[src/rtl/uart_rx_fifo.sv]
// UART receive FIFO: captures receiver bytes into a circular buffer and presents them first-word-fall-through.
// Optional fill-threshold flag (THRESH parameter, rx_thresh port) enabled by defining UART_RX_FIFO_THRESH_EN.
module uart_rx_fifo #(
  parameter int unsigned DEPTH_LOG2 = 4
`ifdef UART_RX_FIFO_THRESH_EN
  ,
  parameter int unsigned THRESH = 12
`endif
) (
  input  logic                  sys_clk,
  input  logic                  reset,
  input  logic [7:0]            rx_data,
  input  logic                  rx_data_ready,
  output logic [7:0]            rd_data,
  output logic                  rd_valid,
  input  logic                  rd_ready,
  output logic [DEPTH_LOG2:0]   level,
  output logic                  full,
  output logic                  overrun,
`ifdef UART_RX_FIFO_THRESH_EN
  output logic                  rx_thresh,
`endif
  input  logic                  overrun_clr
);

  localparam int unsigned DEPTH = 2 ** DEPTH_LOG2;
  localparam int unsigned LW    = DEPTH_LOG2 + 1;

  logic [7:0]            mem [DEPTH];
  logic [DEPTH_LOG2-1:0] wr_ptr;
  logic [DEPTH_LOG2-1:0] rd_ptr;
  logic                  push;
  logic                  pop;
  logic                  drop;

  // Status decodes from the registered count
  assign rd_valid = (level != '0);
  assign full     = (level == LW'(DEPTH));
  assign rd_data  = rd_valid ? mem[rd_ptr] : 8'h00;

`ifdef UART_RX_FIFO_THRESH_EN
  assign rx_thresh = (level >= LW'(THRESH));
`endif

  // A pop frees the slot being written, so a full FIFO still accepts a byte when popped
  assign pop  = rd_valid & rd_ready;
  assign push = rx_data_ready & (~full | pop);
  assign drop = rx_data_ready & full & ~pop;

  // Storage array is intentionally not reset
  always_ff @(posedge sys_clk) begin
    if (push && !reset) begin
      mem[wr_ptr] <= rx_data;
    end
  end

  always_ff @(posedge sys_clk) begin
    if (reset) begin
      wr_ptr  <= '0;
      rd_ptr  <= '0;
      level   <= '0;
      overrun <= 1'b0;
    end else begin
      if (push) begin
        wr_ptr <= wr_ptr + DEPTH_LOG2'(1);
      end
      if (pop) begin
        rd_ptr <= rd_ptr + DEPTH_LOG2'(1);
      end
      if (push && !pop) begin
        level <= level + LW'(1);
      end else if (pop && !push) begin
        level <= level - LW'(1);
      end
      // Set takes priority over a same-cycle clear
      if (drop) begin
        overrun <= 1'b1;
      end else if (overrun_clr) begin
        overrun <= 1'b0;
      end
    end
  end

endmodule

[config.mk]
export PLATFORM = sky130hd
export DESIGN_NAME = uart_rx_fifo
export DESIGN_NICKNAME = d
export VERILOG_FILES = /design/src/rtl/uart_rx_fifo.sv
export SDC_FILE = /design/constraint.sdc
export NUM_CORES = 1
export LEC_CHECK = 0
export ABC_AREA = 0
export ABC_CLOCK_PERIOD_IN_PS = 6000
export BUFFER_PORTS_ARGS = -buffer_cell sky130_fd_sc_hd__buf_2
export CORE_MARGIN = 2
export CORE_UTILIZATION = 60
export DETAILED_ROUTE_END_ITERATION = 10
export PLACE_DENSITY = 0.78
export REMOVE_ABC_BUFFERS = 1
export SLEW_MARGIN = 5
export SYNTH_ARGS = -nofsm -noshare
export SYNTH_HDL_FRONTEND = slang
export SYNTH_SLANG_ARGS = --single-unit
[constraint.sdc]
create_clock -name sys_clk -period 6 [get_ports sys_clk]
set_clock_uncertainty 0.1 [all_clocks]
set_input_delay 0.6 -clock sys_clk [delete_from_list [all_inputs] [get_ports sys_clk]]
set_output_delay 0.6 -clock sys_clk [all_outputs]
set_load 0.02 [all_outputs]
# [Word level (Yosys, flattened, before mapping)]
# Memory sizes are Yosys's and may differ from the RTL's. A register that Yosys moved wholly into a read port is not among the register bits.
# Cells that the tools add are included.
[classes] add_sub_neg=4 mul=0 div=0 order_cmp=0 n_eq_ne=1 shifts=0 mux=9 bitwise_logic=7 reduce_logical=9
[ops] op="5-bit two-way mux" count=2
[ops] op="4-bit by 1-bit adder with 4-bit output, second input constant" count=2
[ops] op="4-bit two-way mux" count=2
[ops] op="8-bit two-way mux" count=1
[ops] op="5-bit by 1-bit adder with 5-bit output, second input constant" count=1
[ops] op="5-bit equality test, second input constant" count=1
[ops] op="5-bit nonzero test" count=1
[ops] op="5-bit by 1-bit subtractor with 5-bit output, second input constant" count=1
[ops] op="1-bit bitwise AND" count=4
[ops] op="1-bit two-way mux" count=4
[ops] op="2-bit nonzero test" count=2
[ops] op="1-bit logical AND" count=3
[ops] op="1-bit zero test" count=3
[ops] op="1-bit NOT" count=2
[ops] op="1-bit OR" count=1
[word_totals] register_bits=14 latchBits=0 ramBits=128 rom_bits=0 inputBits=13 elab_cells=35 memories=1
[mem_list] name="mem" depth=16 word_bits=8 rd=1 rd_ports_with_merged_regs=1 wr=1 line_no="29" source="logic [7:0] mem [DEPTH];"

# [Logic depth before layout (Yosys ltp)]
[logic_depth] word_depth=8 mapped_depth=12

# [Worst setup path before layout]
# OpenSTA, ideal clock, no wires.
[synth_path] kind="register to register" startpoint="reg level[0]" endpoint="reg level[4]" setup_ns=0.121 t_arrival_ns=2.802 required_time_ns=5.779 path_slack_ns=2.978 path_stages_with_launch=13 cell_sequence="dfxtp_1 -> or4_4 -> buf_6 -> o31ai_4 -> buf_6 -> inv_6 -> ha_1 -> inv_1 -> ha_1 -> a21oi_1 -> a211oi_1 -> a31oi_1 -> mux2_2"
[synth_between] elab_chain_len=7
[synth_lines] item="from (decl)" line_no="17" source="output logic [DEPTH_LOG2:0] level,"
[synth_lines] item="from (signal assigned)" line_no="71" source="level <= level + LW'(1);"
[synth_lines] item="from (signal assigned)" line_no="73" source="level <= level - LW'(1);"
[synth_lines] item="5-bit nonzero test or 5-bit equality test (tied branches)" line_no="37, 38"
[synth_lines] item="1-bit bitwise AND or 1-bit NOT (tied branches)" line_no="46, 47"
[synth_lines] item="1-bit OR" line_no="47" source="assign push = rx_data_ready & (~full | pop);"
[synth_lines] item="1-bit bitwise AND" line_no="47"
[synth_lines] item="1-bit zero test" line_no="72" source="end else if (pop && !push) begin"
[synth_lines] item="1-bit logical AND" line_no="72"
[synth_lines] item="2-bit nonzero test (no line)"
# Parallel ways exist; a longest one is shown, timed or not. The select of a mux whose other input is x is not followed.
# A chain may end at the register's enable or synchronous reset.

==> results.md <==
* Congestion Overflow GR at 0
* Starting Density at 0.614
* Clock buffer depth at 2
* Worst-path clk slew at 0.06 ns
* Chip height at 104 µm
* Slew margin rel. at 0.370
* Top FF cell, synth: edfxtp_1
* P_leak at roughly 2.2 nW
* Max VDD drop at roughly 0.00025 V
* DR vias at 2,961
* Ratio of cells with drive above 1 in the final layout at 0.293
* DRT Pass-1 Iters at 5
* GRT Util Overall at 0.218
* PwrDens at 407 mW/mm²
* Most common cell on crit path: a211oi_1
* Boundary Pins at 29
* Pin count of the biggest net entering global routing at 33
* Worst Setup End Kind: output port
* Final routed DRC violation total at 0
* Status: finished, final reports clean
* Final period util at 0.593
* Worst EP arrival at 2.86 ns
* Final core utilization at 0.695
* Post-CTS sizing at 0
* Via density at 5.86
* Synth async-reset ratio at 0
* Post-synth EDFFs at 128
* Routability cong. at between 0.7 and 0.8
* Initial drt markers at 191
* Hold Crit Depth at 3
* Min-Delay Path Class: input port to flop
* Total Routed Length at 10,700 µm
* Final setup viols at 0
* Post-DRT Antenna Nets at 0
* Crit Path Category: flop to output port
* H-tree depth at 4
* Max incr delay on CP at approximately 0.95 ns
* Final net count at around 380
* Min-Delay Endpoint: overrun
* Slew Viols, Final at 0
* Seq/Total Area, Yosys at 0.707
* Fin Setup TNS at 0 ns
* CP Launch Type: flop
* CTS tree: done
* CP required at between 5 and 6 ns
* Crit-path slowest cell: dfxtp_2
* Reg2reg path depth at 10
* Die Outline Area at 0.0107 mm²
* Minimum clock period after layout at 3.56 ns
* Fill cells at 635
* Reg2reg end: level[4]
* Clock Latency Late Sink at between 0.5 and 0.6 ns
* TritonCTS Buffers at 17
* Syn Std Cell Area at 0.00595 mm²
* Critical path, cell by cell: mux4_2 > nor2b_1 > a211oi_1 > a211oi_1 > buf_2
* Synth-to-layout area growth at 13.1%
* Worst Path Max Fanout at 32
* Flops & latches, synth at 146
* Post-synthesis area per instance at 18.4 µm²
* Reg-to-Reg Start: level[0]
* Max frequency at 0.281 GHz
* Die W at 104 µm
* # clock sinks at 146
* Core ar. at 0.00968 mm²
* Row cnt at 36
* Post CTS Setup Buffer Count at 0
* Number of distinct library cells after synthesis at 39
* Hpwl dp at 6370 µm
* Final hold violation count at 0
* Vias in the first global route at ~3,200
* Max-Cap Viols at 0
* Hold buffer count at cts at 0
* R2R Setup Slk at 2.75 ns
* First-pass GRT wire length at roughly 17,000 µm
* Syn Inst Count at 324
* Port buffer count at 28
* CTS Root Cell: clkbuf_8
* Yosys warnings at 0
* Worst Max-Slew Pin Slew at 0.945 ns
* Initial antenna violation count at 0
* Ant. Diodes at 0
* RSZ-0062 raised after global routing: false
* Wirelength per Cell at 21.2 µm
* Min-delay src: overrun_clr
[final cells by class]
cell class                 instances  area [µm²]  share of cell area
timing repair buffer              34         185              0.0275
tap                              133         166              0.0247
multi-input combinational        153        1610               0.239
clock inverter                     9        52.6             0.00781
clock buffer                      23         478              0.0710
sequential                       146        4210               0.625
inverter                           7        31.3             0.00465
[registers in the layout, summed over array words and instances, names as in the netlist, named ones only]
name and cells:
mem 128, wr_ptr 4, overrun 1, level 5
rd_ptr 4
[metrics by stage]
step	instances	hold WS (ns)	area, µm²	total power [mW]	setup WS [ns]
after floorplan	306	0.385	5850	1.65	2.91
after global placement	473	0.356	6200	1.81	2.84
after detailed placement	473	0.371	6200	1.83	2.77
after CTS	505	0.221	6730	2.76	2.35
after global routing	505	0.242	6730	2.85	2.23
final	505	0.234	6730	2.74	2.44
[cell usage in the layout, fill, tap and decap left out, types with 2 or more instances in the layout]
master	instances
edfxtp_1	128
mux4_2	32
nor2_1	28
buf_2	28
a211oi_1	17
dfxtp_1	17
clkbuf_16	17
mux2i_1	10
ha_1	9
nor2b_1	8
inv_1	6
buf_4	6
nand2b_1	5
a21oi_1	5
clkinv_2	5
nand2_1	4
nor3_1	4
xor2_1	4
o21ai_2	3
or3_1	3
clkbuf_8	3
clkbuf_1	3
inv_4	3
nand3b_4	2
a21oi_2	2
o211ai_1	2
nand3_1	2
[routing by layer]
layer	part of all wire	GRT usage	up-vias
met5	0	0	-
met4	0.013	0.0907	0
met3	0.064	0.0535	11
met2	0.54	0.366	97
met1	0.38	0.276	1496
li1	-	-	1357
[report_power, final]
part,leakage (nW),switching (mW),total [mW],internal (mW)
Sequential,1.30,0.0585,1.20,1.14
Clock,0.272,0.381,0.933,0.552
Combinational,0.666,0.333,0.604,0.271
Total,2.24,0.773,2.74,1.96
[cell families after synthesis]
| group | synth area share |
|---|---|
| DFF | 0.707 |
| and+or+nand+nor | 0.0570 |
| adders and majority gates | 0.0223 |
| muxes | 0.140 |
| buffers and inverters | 0.0225 |
| AOI/OAI and AO/OA | 0.0414 |
| xor gates and xnor gates | 0.0101 |
[how the worst max path moves through the flow]
stage / from / endpoint / slack (ns) / depth (start not counted)
after CTS: flop / rd_data[3] / 2.35 / 5
after floorplan: flop / rd_data[0] / 2.91 / 4
final: flop / rd_data[0] / 2.44 / 5
after detailed placement: level[0] / level[4] / 2.77 / 10
after global placement: level[0] / level[4] / 2.84 / 10
after global routing: flop / rd_data[0] / 2.23 / 5
[cell usage after synthesis (all sizes together) (2+ instances only)]
| cell | n | area, µm² |
|---|---|---|
| edfxtp | 128 | 3840 |
| mux4 | 32 | 721 |
| nor2 | 28 | 105 |
| dfxtp | 18 | 360 |
| a211oi | 17 | 128 |
| buf | 14 | 87.6 |
| mux2i | 10 | 100 |
| ha | 9 | 113 |
| nor2b | 8 | 50.1 |
| a21oi | 7 | 42.5 |
| inv | 7 | 31.3 |
| nand2b | 5 | 31.3 |
| clkbuf | 4 | 15.0 |
| nand2 | 4 | 15.0 |
| nor3 | 4 | 20.0 |
| or3 | 4 | 26.3 |
| xor2 | 4 | 35.0 |
| nand3b | 3 | 47.6 |
| o21ai | 3 | 26.3 |
| nand3 | 2 | 10.0 |
| o211ai | 2 | 15.0 |
| xnor2 | 2 | 25.0 |
[critical path: cells and delay by family, from the launching register on]
kind,cells,cell delay [ns]
buf+inv,1,0.22
mux,1,0.61
simple gates,1,0.14
flops,1,0.95
compound gates,2,0.41
Note: power is estimated with default switching activity, not from simulation.
